<file path="config.mk">
export PLATFORM = sky130hd
export DESIGN_NAME = display_scan
export DESIGN_NICKNAME = d
export VERILOG_FILES = /design/src/rtl/display_scan.sv
export SDC_FILE = /design/constraint.sdc
export NUM_CORES = 1
export LEC_CHECK = 0
export CAP_MARGIN = 10
export CORE_MARGIN = 5
export CORE_UTILIZATION = 45
export CTS_CLUSTER_DIAMETER = 40
export DETAILED_ROUTE_END_ITERATION = 7
export PLACE_DENSITY = 0.65
export SLEW_MARGIN = 10
export SYNTH_ARGS = -nofsm -noshare
export SYNTH_HDL_FRONTEND = slang
export SYNTH_SLANG_ARGS = --single-unit
</file>
<file path="constraint.sdc">
create_clock -name clk -period 2.2 [get_ports clk]
set_input_delay 0.66 -clock clk [delete_from_list [all_inputs] [get_ports clk]]
set_output_delay 0.66 -clock clk [all_outputs]
set_load 0.05 [all_outputs]
</file>
<file path="src/rtl/display_scan.sv">
// Time-multiplexed hex scanner for a bin7seg decoder: one nibble and one
// active-low anode per slot, with frame-aligned value updates and leading-zero blanking.
module display_scan #(
  parameter int DIGITS   = 4,
  parameter int PRESCALE = 50000
) (
  input  logic                  clk,
  input  logic                  rst_n,
  input  logic                  load,
  input  logic [4*DIGITS-1:0]   value,
  input  logic                  blank_lz,
  output logic [3:0]            nibble,
  output logic [DIGITS-1:0]     an,
  output logic                  frame_tick,
  output logic                  pending
);

  localparam int PW = $clog2(PRESCALE);
  localparam int IW = $clog2(DIGITS);

  logic [PW-1:0]       pre;
  logic [IW-1:0]       idx;
  logic [4*DIGITS-1:0] shadow;
  logic [4*DIGITS-1:0] disp;

  logic                slotEnd;
  logic                frameEnd;
  logic [3:0]          curNibble;
  logic                litAbove;
  logic [DIGITS-1:0]   anNext;

  assign slotEnd  = (pre == PW'(PRESCALE - 1));
  assign frameEnd = slotEnd && (idx == IW'(DIGITS - 1));

  // A digit is a leading zero when it and every more significant digit are 0.
  always_comb begin
    curNibble = '0;
    litAbove  = 1'b0;
    for (int i = 0; i < DIGITS; i++) begin
      if (int'(idx) == i) curNibble = disp[4*i +: 4];
      if ((i >= int'(idx)) && (disp[4*i +: 4] != 4'h0)) litAbove = 1'b1;
    end
    anNext = ~(DIGITS'(1) << idx);
    if (blank_lz && (idx != '0) && !litAbove) anNext = '1;
  end

  always_ff @(posedge clk or negedge rst_n) begin
    if (!rst_n) begin
      pre        <= '0;
      idx        <= '0;
      shadow     <= '0;
      disp       <= '0;
      pending    <= 1'b0;
      nibble     <= 4'h0;
      an         <= '1;
      frame_tick <= 1'b0;
    end else begin
      pre <= slotEnd ? '0 : pre + PW'(1);
      if (slotEnd) idx <= (idx == IW'(DIGITS - 1)) ? '0 : idx + IW'(1);

      frame_tick <= frameEnd;
      nibble     <= curNibble;
      an         <= anNext;

      // A load landing on the frame boundary bypasses the shadow so it shows next frame.
      if (load) begin
        shadow <= value;
        if (frameEnd) begin
          disp    <= value;
          pending <= 1'b0;
        end else begin
          pending <= 1'b1;
        end
      end else if (frameEnd && pending) begin
        disp    <= shadow;
        pending <= 1'b0;
      end
    end
  end

endmodule

</file>
==> results of run 1 <==
routing by layer:
layer,wire (um),vias up
li1,-,803
met1,2405,806
met2,2029,32
met3,237,7
met4,82,0
met5,0,-
layout make-up:
cell class                 instances  area [sq um]
fill                             510          2556
tap                               75         93.84
multi-input combinational        133          1050
clock inverter                     5         75.07
clock buffer                      11         141.4
sequential                        60          1506
inverter                           4         15.01
timing repair buffer              36         377.9
through the flow:
step	setup WS, ns	instances	hold slack [ns]	utilization
finish	0.06695	324	0.3361	0.5605
CTS	0.04304	324	0.3381	0.5605
floorplan	0.1886	208	0.3644	-
global route	0.009325	324	0.3726	0.5605
global placement	-0.01119	308	0.4846	0.5232
detailed placement	-0.07913	308	0.4870	0.5232
kinds of logic (layout without fill, tap and decap cells):
logic type	after synthesis	count (layout)	synth area share
AOI/OAI and AO/OA	18	18	0.03639
xor gates and xnor gates	11	11	0.03639
adders and majority gates	6	6	0.02835
buffers and inverters	15	56	0.03450
DFF	60	60	0.5690
muxes	33	33	0.1545
and+or+nand+nor	65	65	0.1408
worst min-delay path by stage:
stage / from / endpoint / slack [ns] / cells after the start
6_report: rst_n / shadow[3] / 0.34 / 1
2_1_floorplan: rst_n / disp[0] / 0.36 / 0
3_3_place_gp: shadow[15] / shadow[15] / 0.48 / 1
3_5_place_dp: shadow[15] / shadow[15] / 0.49 / 1
4_1_cts: rst_n / shadow[13] / 0.34 / 1
5_1_grt: rst_n / disp[13] / 0.37 / 1
placed cells by master, fill, tap and decap left out, drive strengths merged, types with 2 or more instances in the layout:
| cell | count |
|---|---|
| clkdlybuf4s50 | 24 |
| clkinv | 3 |
| nand2 | 13 |
| nor4 | 5 |
| buf | 12 |
| clkbuf | 11 |
| nand2b | 3 |
| nand3 | 4 |
| and4 | 2 |
| nand3b | 5 |
| xnor2 | 6 |
| nand4 | 6 |
| xor2 | 5 |
| dfrtp | 56 |
| nor2b | 2 |
| and3 | 3 |
| dfstp | 4 |
| ha | 6 |
| a21oi | 8 |
| inv | 4 |
| bufinv | 2 |
| nor2 | 13 |
| mux2 | 33 |
| o21ai | 7 |
sequential cells by signal, indices dropped and copies added, names as in the netlist:
| name | cells |
|---|---|
| an | 4 |
| pre | 16 |
| frame_tick | 1 |
| pending | 1 |
| shadow | 16 |
| disp | 16 |
| idx | 2 |
| nibble | 4 |
power by group through the flow:
stage               registers, W  clock network [W]   logic, W
floorplan                0.00116                  0  0.0000432
global placement         0.00116                  0   0.000118
detailed placement       0.00116                  0   0.000118
CTS                      0.00114            0.00110   0.000119
global route             0.00114            0.00115   0.000128
finish                   0.00114            0.00107   0.000115
==> metrics, run 1 <==
drt first pass iters=4; worst-path fanout max=2; Num CTS Buffers=9; gpl congestion=0.8293; largest cells by area after synthesis=dfrtp_1 (53%), mux2_2 (9.8%), mux2_4 (5.7%); Core Box Area=5816 sq um; Via Count=1,648; Commonest cells post-synth=dfrtp_1 (56), mux2_2 (23), nand2_1 (13), nor2_1 (13), mux2_4 (10); die width=86.71 um; worst setup path class=reg2out; Yosys cell types=36; initial core utilization=0.4552; post-route cell area=3259 sq um; IO Port Bufs=29; post-layout min period=2.133 ns; Flop pwr share=0.490; slew margin rel.=0.6036; status=finished clean; leakage power=1.431 nW; Tot Pwr=0.002326 W; CP cell instances=clkdlybuf4s50_1; area leader, netlist=dfrtp_1; nets=270; final antenna-violating net count=0; fraction of registers with async set/reset=1.000; final setup fails=0; Worst Setup SP=pending; Fin Setup TNS=0 ns; Crit. End Element=output pin; Total Routed Length=4755 um; Synth-to-Final Area Change=23.11%; 1st-iter DRT viols=66; crit path capture=pending; vias in the first global route=1,755; Die Y=86.71 um; Net Switching=0.0004632 W; synth warn=0; clock power share=0.461; worst reg2reg path depth=6; first-pass GRT wire length=8390 um; Period Utilization, post-route=0.9696; Int Pwr=0.001862 W; row count=28; met1 Track Usage GR=0.2101; routed vias/inst=5.086; Top Usage Layer GRT=met1; Bufs and invs on worst path=1; delay-heaviest family, CP=buffers and inverters; GRT Overall Usage=0.1454; Worst-Skew Late Latency=0.33 ns; GR Util met3=0.04373; Syn Std Cell Area=2648 sq um; Post-CTS Setup Inserts=0; CTS tree=yes; critical path's largest stage delay=0.80 ns; crit path max-delay cell type=clkdlybuf4s50_1; Yosys top cell area share=0.5293; CP Data Arrival Time=1.47 ns; reg-to-reg startpoint=pre[0]; Fmax=468.8 MHz; synthesized flop and latch total=60; syn nets=234; Post-synth EDFFs=0; share of cells above drive strength 1=0.2691; clk buf depth=2; wire length per cell=14.68 um; post-route DRC violation count=0; syn_area_per_cell=12.73 sq um; fin. max-slew vios=0; DP Area=3043 sq um; cell with the most instances after synthesis=dfrtp_1; final hold violation count=0; FF-to-FF setup slack=0.29 ns; GR Layer Usage met2=0.1989; Max VDD drop=0.3321 mV; Hold Buf Count CTS=0; RSZ-0062 raised after global routing=false; Cells after Synth=208; number of antenna diodes=0; Sw Share=0.1992; register area share after synthesis=0.5690; Die Area=7518 sq um; clk_skew=0.006763 ns; DP HPWL=3345 um; Logic pwr share=0.049; root buffer cell=clkbuf_8; pwr dens=713.5 nW/um^2; worst-margin pin slew=0.5946 ns; antenna violations before repair=0; Hold/Removal Path Class=in2async; largest net degree at the start of global routing=26; gr ovfl total=0; max-cap violations=0; clock sink count=60; Worst setup SP type=flop; reg2reg end=disp[15]; Most used DFF post-synth=dfrtp_1; cell depth of the worst setup path=1; post-CTS sizing=0; I/O pin total=30; Reg clk slew, reported paths=0.06 ns; H-tree Lvls=3; CP required=1.54 ns
Power figures use the tool's default switching activity.
==> inputs of run 2 (changes only) <==
Settings changed: TNS_END_PERCENT set to 20.
==> results of run 2 <==
Final layout, timing and power as in run 1 (identical DEF).
